==> config.mk <==
export PLATFORM = sky130hd
export DESIGN_NAME = vga_fb_scheduler_flat
export DESIGN_NICKNAME = d
export VERILOG_FILES = /design/src/rtl/vga_fb_scheduler_pkg.sv /design/src/rtl/vga_fb_scheduler_if.sv /design/src/rtl/vga_fb_scheduler_window.sv /design/src/rtl/vga_fb_scheduler.sv /design/src/flat_wrapper.sv
export SDC_FILE = /design/constraint.sdc
export NUM_CORES = 1
export LEC_CHECK = 0
export ABC_AREA = 1
export BUFFER_PORTS_ARGS = -buffer_cell sky130_fd_sc_hd__buf_2
export CAP_MARGIN = 10
export CORE_UTILIZATION = 45
export CTS_CLUSTER_DIAMETER = 50
export DETAILED_ROUTE_END_ITERATION = 10
export HOLD_SLACK_MARGIN = 0.03
export PLACE_DENSITY = 0.75
export SETUP_SLACK_MARGIN = 0.2
export SLEW_MARGIN = 20
export SYNTH_ARGS = -nofsm -noshare
export SYNTH_HDL_FRONTEND = slang
export SYNTH_HIERARCHICAL = 1
export SYNTH_SLANG_ARGS = --single-unit
==> constraint.sdc <==
create_clock -name clk -period 2.1 [get_ports clk]
set_clock_uncertainty 0.2 [all_clocks]
set_input_delay 0.105 -clock clk [delete_from_list [all_inputs] [get_ports clk]]
set_output_delay 0.105 -clock clk [all_outputs]
set_load 0.005 [all_outputs]
==> src/rtl/vga_fb_scheduler_pkg.sv <==
// Shared types for the VGA framebuffer SRAM scheduler: bus-phase states and
// the SRAM control-pin encoding for each phase.
package vga_fb_scheduler_pkg;

    // Bus phase owned by the scheduler in a given cycle.
    typedef enum logic [1:0] {
        ST_IDLE  = 2'd0,
        ST_READ  = 2'd1,
        ST_WRITE = 2'd2
    } sched_state_e;

    // SRAM control pins (strobes active-low, pad drive active-high).
    typedef struct packed {
        logic oe_n;
        logic we_n;
        logic data_oe;
    } pad_ctrl_t;

    localparam pad_ctrl_t PAD_IDLE  = '{oe_n: 1'b1, we_n: 1'b1, data_oe: 1'b0};
    localparam pad_ctrl_t PAD_READ  = '{oe_n: 1'b0, we_n: 1'b1, data_oe: 1'b0};
    localparam pad_ctrl_t PAD_WRITE = '{oe_n: 1'b1, we_n: 1'b0, data_oe: 1'b1};

    // Control-pin pattern driven while the bus is in the given phase.
    function automatic pad_ctrl_t pad_ctrl_for(input sched_state_e s);
        case (s)
            ST_READ:  return PAD_READ;
            ST_WRITE: return PAD_WRITE;
            default:  return PAD_IDLE;
        endcase
    endfunction

endpackage

==> src/rtl/vga_fb_scheduler_if.sv <==
// Writer handshake plus SRAM pad bus around the framebuffer scheduler.
// The slave modport is the scheduler's view; master is the environment
// (writer and SRAM pad logic).
interface vga_fb_scheduler_if #(
    parameter int ADDR_BITS = 20,
    parameter int DATA_BITS = 16
) ();

    // Framebuffer writer (valid/ready, no buffering inside the scheduler)
    logic                 wr_valid;
    logic                 wr_ready;
    logic [ADDR_BITS-1:0] wr_addr;
    logic [DATA_BITS-1:0] wr_data;

    // Asynchronous SRAM port
    logic [ADDR_BITS-1:0] sram_addr;
    logic                 sram_we_n;
    logic                 sram_oe_n;
    logic [DATA_BITS-1:0] sram_data_out;
    logic                 sram_data_oe;
    logic [DATA_BITS-1:0] sram_data_in;

    modport slave (
        input  wr_valid, wr_addr, wr_data, sram_data_in,
        output wr_ready, sram_addr, sram_we_n, sram_oe_n,
               sram_data_out, sram_data_oe
    );

    modport master (
        output wr_valid, wr_addr, wr_data, sram_data_in,
        input  wr_ready, sram_addr, sram_we_n, sram_oe_n,
               sram_data_out, sram_data_oe
    );

endinterface

==> src/rtl/vga_fb_scheduler_window.sv <==
// vga_fb_window: purely combinational decode of the pixel counters into
// "visible", "a write may start now" and the scanout read address.
module vga_fb_window #(
    parameter int H_VISIBLE     = 640,
    parameter int V_VISIBLE     = 480,
    parameter int H_WHOLE_LINE  = 800,
    parameter int V_WHOLE_FRAME = 525,
    parameter int ADDR_BITS     = 20,
    parameter int GUARD         = 2,
    parameter int COL_BITS      = $clog2(H_WHOLE_LINE),
    parameter int ROW_BITS      = $clog2(V_WHOLE_FRAME)
) (
    input  logic [COL_BITS-1:0]  column,
    input  logic [ROW_BITS-1:0]  row,
    output logic                 vis,
    output logic                 write_ok,
    output logic [ADDR_BITS-1:0] rd_addr
);

    localparam logic [COL_BITS-1:0] COL_VIS_END     = COL_BITS'(H_VISIBLE);
    localparam logic [COL_BITS-1:0] COL_GUARD_START = COL_BITS'(H_WHOLE_LINE - GUARD);
    localparam logic [ROW_BITS-1:0] ROW_VIS_END     = ROW_BITS'(V_VISIBLE);
    localparam logic [ROW_BITS-1:0] ROW_LAST        = ROW_BITS'(V_WHOLE_FRAME - 1);

    logic [ROW_BITS-1:0] next_row;
    logic                in_guard;

    assign vis = (column < COL_VIS_END) && (row < ROW_VIS_END);

    // Row that follows once this line ends; wraps at the frame end.
    assign next_row = (row == ROW_LAST) ? '0 : row + ROW_BITS'(1);

    // The last GUARD columns before a visible line are closed to new writes,
    // so a write issued here can never collide with the first scanout read.
    assign in_guard = (column >= COL_GUARD_START) && (next_row < ROW_VIS_END);

    assign write_ok = !vis && !in_guard;

    // Linear framebuffer address; deliberately truncated to ADDR_BITS.
    assign rd_addr = ADDR_BITS'(row) * ADDR_BITS'(H_VISIBLE) + ADDR_BITS'(column);

endmodule

==> src/rtl/vga_fb_scheduler.sv <==
// vga_fb_scheduler: arbitrates the single SRAM port between VGA scanout
// (one read per visible pixel) and a valid/ready framebuffer writer that is
// only served in blanking, with a turnaround cycle between read and write.
// Decisions use cycle-t inputs; pad outputs are registered at t+1 and read
// pixels are returned at t+2.

// Fallback mode constants when the shared vga_mode header is not in the build.
`ifndef VGA_MODE_H_WHOLE_LINE
`define VGA_MODE_H_WHOLE_LINE 800
`endif
`ifndef VGA_MODE_V_WHOLE_FRAME
`define VGA_MODE_V_WHOLE_FRAME 525
`endif

module vga_fb_scheduler
    import vga_fb_scheduler_pkg::*;
#(
    parameter int H_VISIBLE     = 640,
    parameter int V_VISIBLE     = 480,
    parameter int H_WHOLE_LINE  = `VGA_MODE_H_WHOLE_LINE,
    parameter int V_WHOLE_FRAME = `VGA_MODE_V_WHOLE_FRAME,
    parameter int ADDR_BITS     = 20,
    parameter int DATA_BITS     = 16,
    parameter int GUARD         = 2,
    parameter int COL_BITS      = $clog2(H_WHOLE_LINE),
    parameter int ROW_BITS      = $clog2(V_WHOLE_FRAME)
) (
    input  logic                 clk,
    input  logic                 reset,
    input  logic [COL_BITS-1:0]  column,
    input  logic [ROW_BITS-1:0]  row,
    vga_fb_scheduler_if.slave    bus,
    output logic [DATA_BITS-1:0] disp_pixel,
    output logic                 disp_valid
);

    // ------------------------------------------------------------------
    // Window decode
    // ------------------------------------------------------------------
    logic                 vis;
    logic                 write_ok;
    logic [ADDR_BITS-1:0] rd_addr;

    vga_fb_window #(
        .H_VISIBLE     (H_VISIBLE),
        .V_VISIBLE     (V_VISIBLE),
        .H_WHOLE_LINE  (H_WHOLE_LINE),
        .V_WHOLE_FRAME (V_WHOLE_FRAME),
        .ADDR_BITS     (ADDR_BITS),
        .GUARD         (GUARD),
        .COL_BITS      (COL_BITS),
        .ROW_BITS      (ROW_BITS)
    ) u_window (
        .column   (column),
        .row      (row),
        .vis      (vis),
        .write_ok (write_ok),
        .rd_addr  (rd_addr)
    );

    // ------------------------------------------------------------------
    // Bus-phase FSM
    // ------------------------------------------------------------------
    sched_state_e state_q, state_d;
    logic         wr_ready;
    logic         wr_accept;

    // Next bus phase and writer handshake from this cycle's counters.
    always_comb begin
        // NOTE: every signal written here gets a default first, so no path
        // leaves it unassigned and no latch is inferred.
        state_d   = state_q;
        // A cycle that follows a read is the turnaround cycle: never accept.
        wr_ready  = write_ok && (state_q != ST_READ);
        wr_accept = wr_ready && bus.wr_valid;

        if (vis) begin
            state_d = ST_READ;
        end else begin
            case (state_q)
                ST_READ:  state_d = ST_IDLE;
                ST_IDLE:  state_d = wr_accept ? ST_WRITE : ST_IDLE;
                ST_WRITE: state_d = wr_accept ? ST_WRITE : ST_IDLE;
                default:  state_d = ST_IDLE;
            endcase
        end
    end

    // Bus-phase register.
    always_ff @(posedge clk or posedge reset) begin
        // NOTE: clocked state is updated with non-blocking assignments so
        // every register samples the pre-edge values of its inputs.
        if (reset) begin
            state_q <= ST_IDLE;
        end else begin
            state_q <= state_d;
        end
    end

    // ------------------------------------------------------------------
    // Registered SRAM pad outputs
    // ------------------------------------------------------------------
    pad_ctrl_t            ctrl_q, ctrl_d;
    logic [ADDR_BITS-1:0] sram_addr_q, sram_addr_d;
    logic [DATA_BITS-1:0] sram_data_out_q, sram_data_out_d;

    // Pad values for the phase just decided; address/data hold when unused.
    always_comb begin
        ctrl_d          = pad_ctrl_for(state_d);
        sram_addr_d     = sram_addr_q;
        sram_data_out_d = sram_data_out_q;
        case (state_d)
            ST_READ: begin
                sram_addr_d = rd_addr;
            end
            ST_WRITE: begin
                sram_addr_d     = bus.wr_addr;
                sram_data_out_d = bus.wr_data;
            end
            default: begin
            end
        endcase
    end

    // Pad registers; asynchronous reset releases the strobes at once.
    always_ff @(posedge clk or posedge reset) begin
        if (reset) begin
            ctrl_q          <= PAD_IDLE;
            sram_addr_q     <= '0;
            sram_data_out_q <= '0;
        end else begin
            ctrl_q          <= ctrl_d;
            sram_addr_q     <= sram_addr_d;
            sram_data_out_q <= sram_data_out_d;
        end
    end

    // ------------------------------------------------------------------
    // Display return path
    // ------------------------------------------------------------------
    logic                 disp_valid_q, disp_valid_d;
    logic [DATA_BITS-1:0] disp_pixel_q, disp_pixel_d;

    // While a read is on the pads the SRAM answers within the cycle; capture it.
    always_comb begin
        disp_valid_d = (state_q == ST_READ);
        disp_pixel_d = disp_valid_d ? bus.sram_data_in : disp_pixel_q;
    end

    // Pixel return registers; valid drops immediately on reset.
    always_ff @(posedge clk or posedge reset) begin
        if (reset) begin
            disp_valid_q <= 1'b0;
            disp_pixel_q <= '0;
        end else begin
            disp_valid_q <= disp_valid_d;
            disp_pixel_q <= disp_pixel_d;
        end
    end

    // ------------------------------------------------------------------
    // Outputs
    // ------------------------------------------------------------------
    assign bus.wr_ready      = wr_ready;
    assign bus.sram_addr     = sram_addr_q;
    assign bus.sram_oe_n     = ctrl_q.oe_n;
    assign bus.sram_we_n     = ctrl_q.we_n;
    assign bus.sram_data_oe  = ctrl_q.data_oe;
    assign bus.sram_data_out = sram_data_out_q;
    assign disp_pixel        = disp_pixel_q;
    assign disp_valid        = disp_valid_q;

endmodule

==> src/flat_wrapper.sv <==
// flat-port wrapper written by rule: the top's interface ports become plain ports
module vga_fb_scheduler_flat import vga_fb_scheduler_pkg::*;
#(
    parameter int H_VISIBLE     = 640,
    parameter int V_VISIBLE     = 480,
    parameter int H_WHOLE_LINE  = `VGA_MODE_H_WHOLE_LINE,
    parameter int V_WHOLE_FRAME = `VGA_MODE_V_WHOLE_FRAME,
    parameter int ADDR_BITS     = 20,
    parameter int DATA_BITS     = 16,
    parameter int GUARD         = 2,
    parameter int COL_BITS      = $clog2(H_WHOLE_LINE),
    parameter int ROW_BITS      = $clog2(V_WHOLE_FRAME)
)
  (clk, reset, column, row, disp_pixel, disp_valid, bus_wr_valid, bus_wr_addr, bus_wr_data, bus_sram_data_in, bus_wr_ready, bus_sram_addr, bus_sram_we_n, bus_sram_oe_n, bus_sram_data_out, bus_sram_data_oe);
  vga_fb_scheduler_if #(.ADDR_BITS(ADDR_BITS), .DATA_BITS(DATA_BITS)) bus_i ();
  input  logic clk;
  input  logic reset;
  input  logic [COL_BITS-1:0] column;
  input  logic [ROW_BITS-1:0] row;
  output logic [DATA_BITS-1:0] disp_pixel;
  output logic disp_valid;
  input wire logic [$bits(bus_i.wr_valid)-1:0] bus_wr_valid;
  input wire logic [$bits(bus_i.wr_addr)-1:0] bus_wr_addr;
  input wire logic [$bits(bus_i.wr_data)-1:0] bus_wr_data;
  input wire logic [$bits(bus_i.sram_data_in)-1:0] bus_sram_data_in;
  output wire logic [$bits(bus_i.wr_ready)-1:0] bus_wr_ready;
  output wire logic [$bits(bus_i.sram_addr)-1:0] bus_sram_addr;
  output wire logic [$bits(bus_i.sram_we_n)-1:0] bus_sram_we_n;
  output wire logic [$bits(bus_i.sram_oe_n)-1:0] bus_sram_oe_n;
  output wire logic [$bits(bus_i.sram_data_out)-1:0] bus_sram_data_out;
  output wire logic [$bits(bus_i.sram_data_oe)-1:0] bus_sram_data_oe;
  assign bus_i.wr_valid = bus_wr_valid;
  assign bus_i.wr_addr = bus_wr_addr;
  assign bus_i.wr_data = bus_wr_data;
  assign bus_i.sram_data_in = bus_sram_data_in;
  assign bus_wr_ready = bus_i.wr_ready;
  assign bus_sram_addr = bus_i.sram_addr;
  assign bus_sram_we_n = bus_i.sram_we_n;
  assign bus_sram_oe_n = bus_i.sram_oe_n;
  assign bus_sram_data_out = bus_i.sram_data_out;
  assign bus_sram_data_oe = bus_i.sram_data_oe;
  vga_fb_scheduler #(.H_VISIBLE(H_VISIBLE), .V_VISIBLE(V_VISIBLE), .H_WHOLE_LINE(H_WHOLE_LINE), .V_WHOLE_FRAME(V_WHOLE_FRAME), .ADDR_BITS(ADDR_BITS), .DATA_BITS(DATA_BITS), .GUARD(GUARD), .COL_BITS(COL_BITS), .ROW_BITS(ROW_BITS)) u_core (.clk(clk), .reset(reset), .column(column), .row(row), .bus(bus_i), .disp_pixel(disp_pixel), .disp_valid(disp_valid));
endmodule
==> reports/qor.yml <==
synthesis:
  postSynthCellCount: 435
  synth_seq_cells: 57
  ys_async_sr_fraction_pct: 100
  yosys.area_share.simple_pct: 38.4
  synth_xor_area_share_pct: 2.08
  synth_ff_type: "dfrtp_1"
  yosysUniqueCellTypes: 28
  syn_area_um2: 3370
  post-synth-top-count-cell: "nand2_1"
  synth_top_family_by_area: "simple AND/OR/NAND/NOR gates"
  synth.net_count: 531
  synth_fa_ha_area_share_pct: 8.23
  synth-edff-count: 0
  yosys.area.top_type: "dfrtp_1"
  synth_commonest_cells: "nand2_1 (167), nand3_1 (56), dfrtp_1 (55), inv_1 (29), nand4_1 (25)"
  synth.avg_cell_area_um2: 7.76
  synth_seq_area_share_pct: 42.3
  synth_top_area_share_pct: 40.8
  synthMuxAreaShare_pct: 0
  synth.area.top_cells: "dfrtp_1 (41%), nand2_1 (19%), nand3_1 (8.3%)"
  synth-compound-area-share_pct: 1.48
  synth_warnings: 6
sta:
  tightest_slew_ns: 0.434
  slew_viol_final: 0
  fmax_mhz: 510
  rsz0062_at_grt: "yes"
  finalCriticalPeriod_ns: 1.96
  fin_tns_setup_ns: 0
  hold_viol_final: 0
  setup-violations-final: 0
  slew_headroom_pct: 71.0
  fin_crit_sh_pct: 93.3
  fin_hold_ws_ns: 0.0692
route:
  routed_wl_um: 12500
  dr.first_iter.drc_count: 397
  drc: 0
  drtAntennaViolNets: 0
  num_vias: 4063
  wl_per_cell_um: 16.3
  firstDrtPassIters: 6
  via_per_inst: 5.29
setup_path:
  worst_setup_path_start_kind: "primary input"
  worstReg2RegStart: "u_core/state_q[0]"
  path_class: "primary input to register"
  reg2reg_slack_ns: 0.44
  worstRegToRegCells: 4
  path_max_fanout: 3
  cp-endpoint: "u_core/bus.sram_addr[15]"
  arrival_ns: 1.97
  endpoint_kind: "register"
  worstSetupStartpoint: "row[1]"
  r2r-end: "u_core/bus.sram_data_out[2]"
  crit_required_ns: 2.11
clocking:
  cts_sinks: 57
  cts_buffers: 9
  h-tree-depth: 3
  root_buffer: "clkbuf_8"
  clkSlewWorstSetupHoldPaths_ns: 0.06
  clock_latency_ns: 0.32
  cts_tree: "done"
  clk_path_buf_depth: 2
floorplanning:
  core-area_um2: 7250
  die_y_um: 88.6
  initial_core_util_pct: 46.5
  dieArea_um2: 7850
  rows: 31
  fp.dieW_um: 88.6
  io_pins: 132
layout:
  drive_above_1_share_pct: 36.9
  nNetsFinal: 760
  area_growth_pct: 64.8
  diodes: 0
  fin_area_um2: 5560
  post-route-util_pct: 76.7
placement:
  placement.cell_area_um2: 4360
  gp_congestion: 0.878
  port-buffer-count: 131
  hpwl_um: 6810
power:
  p_leak_nw: 2.98
  vdd_drop_max_mv: 0.363
  p_per_area_nw_per_um2: 756
  power_w: 0.00420
global_routing:
  antenna_found_initial: 0
  grt_max_degree: 44
  grt.total_usage_pct: 31.9
  grt_first_pass_wirelength_um: 18800
  grt_pass1_vias: 3993
  overflow: 0
min_path:
  hold_class: "primary input to register"
  hold_depth: 3
run_status:
  outcome: "complete, no violations"
run:
  cap_viol_max_count: 0
## flip-flops by register name (all words and copies together) (netlist names)
register                  flops
u_core/bus.sram_data_oe       1
u_core/disp_valid             1
u_core/bus.sram_data_out     16
u_core/disp_pixel            16
u_core/bus.sram_addr         20
u_core/state_q                1
u_core/bus.sram_we_n          1
u_core/bus.sram_oe_n          1
## routing by layer
layer  GRT usage (%)  share of wire, %  vias to the layer above
li1                -                 -                     1868
met1            33.0                34                     1872
met2            54.5                51                      243
met3            10.4               7.6                       80
met4            21.8               6.7                        0
met5            3.90                 0                        -
## worst max-delay path, cell delays in order
cell	delay, ns
buf_8	0.10
ha_4	0.23
ha_4	0.16
fa_2	0.37
xor2_2	0.22
nand2_1	0.09
nor2_2	0.14
nand3_2	0.12
buf_4	0.16
xor2_1	0.14
nand2_1	0.07
nand3_1	0.07
## cells in the final DEF (no fill, tap or decap), types with 3 or more instances in the layout
| master | netlist | routed |
|---|---|---|
| nand3_2 | 4 | 7 |
| nor2_2 | 3 | 5 |
| nor2_4 | 4 | 5 |
| dlygate4sd3_1 | 0 | 62 |
| nand2_1 | 167 | 164 |
| xnor2_1 | 3 | 3 |
| buf_6 | 0 | 5 |
| nand2_2 | 4 | 7 |
| inv_2 | 5 | 7 |
| nand3_1 | 56 | 51 |
| clkbuf_8 | 0 | 11 |
| xor2_1 | 5 | 4 |
| inv_1 | 29 | 27 |
| buf_12 | 0 | 4 |
| bufinv_16 | 0 | 3 |
| buf_4 | 8 | 40 |
| buf_2 | 7 | 128 |
| ha_1 | 19 | 10 |
| nand4_1 | 25 | 25 |
| nor2_1 | 15 | 12 |
| ha_4 | 0 | 8 |
| dfrtp_1 | 55 | 55 |
| nand2_4 | 3 | 3 |
## worst min path at each step
stage,startpoint,end
4_1_cts,column[9],u_core/state_q[0]
6_report,column[9],u_core/state_q[0]
5_1_grt,column[9],u_core/state_q[0]
3_3_place_gp,reset,u_core/bus.sram_data_out[12]
3_5_place_dp,reset,u_core/bus.sram_data_out[9]
2_1_floorplan,bus_wr_data[0],u_core/bus.sram_data_out[0]
## cell type report
class                           count  area, µm²
Clock buffer                       12        155
Clock inverter                      4       98.8
Fill cell                         447       1690
Inverter                           34        128
Multi-Input combinational cell    321       1890
Sequential cell                    57       1430
Tap cell                           99        124
Timing Repair Buffer              241       1740
## stage by stage
stage	setup slack, ns	instances
finish	0.140	768
global route	0.0410	768
CTS	0.198	754
detailed placement	-0.200	676
global placement	-0.181	676
floorplan	-0.0332	435
## what timing repair did
item / 4_1_cts / 5_1_grt
gates resized for setup: 4 / 30
endpoints found under the setup margin: 5 / 23
endpoints found under the hold margin: 108 / 0
buffers inserted: 0 / 13
pin swaps: 3 / 16
hold buffers: 62 / 0
gates cloned: 0 / 1
## kinds of logic (layout without fill, tap and decap cells)
group,count (synthesis),count (layout)
xor+xnor,8,8
compound gates,9,9
flops,57,57
buf+inv,57,291
fa+ha+maj,21,21
simple gates,283,283
## where the power goes
| part | leakage (nW) | internal, W | total (W) | switching, W |
|---|---|---|---|---|
| clock network | 0.127 | 0.000856 | 0.00129 | 0.000437 |
| logic | 2.15 | 0.000687 | 0.00144 | 0.000755 |
| registers | 0.702 | 0.00132 | 0.00147 | 0.000142 |
| total | 2.98 | 0.00287 | 0.00420 | 0.00133 |
(Power assumes the default switching activity.)
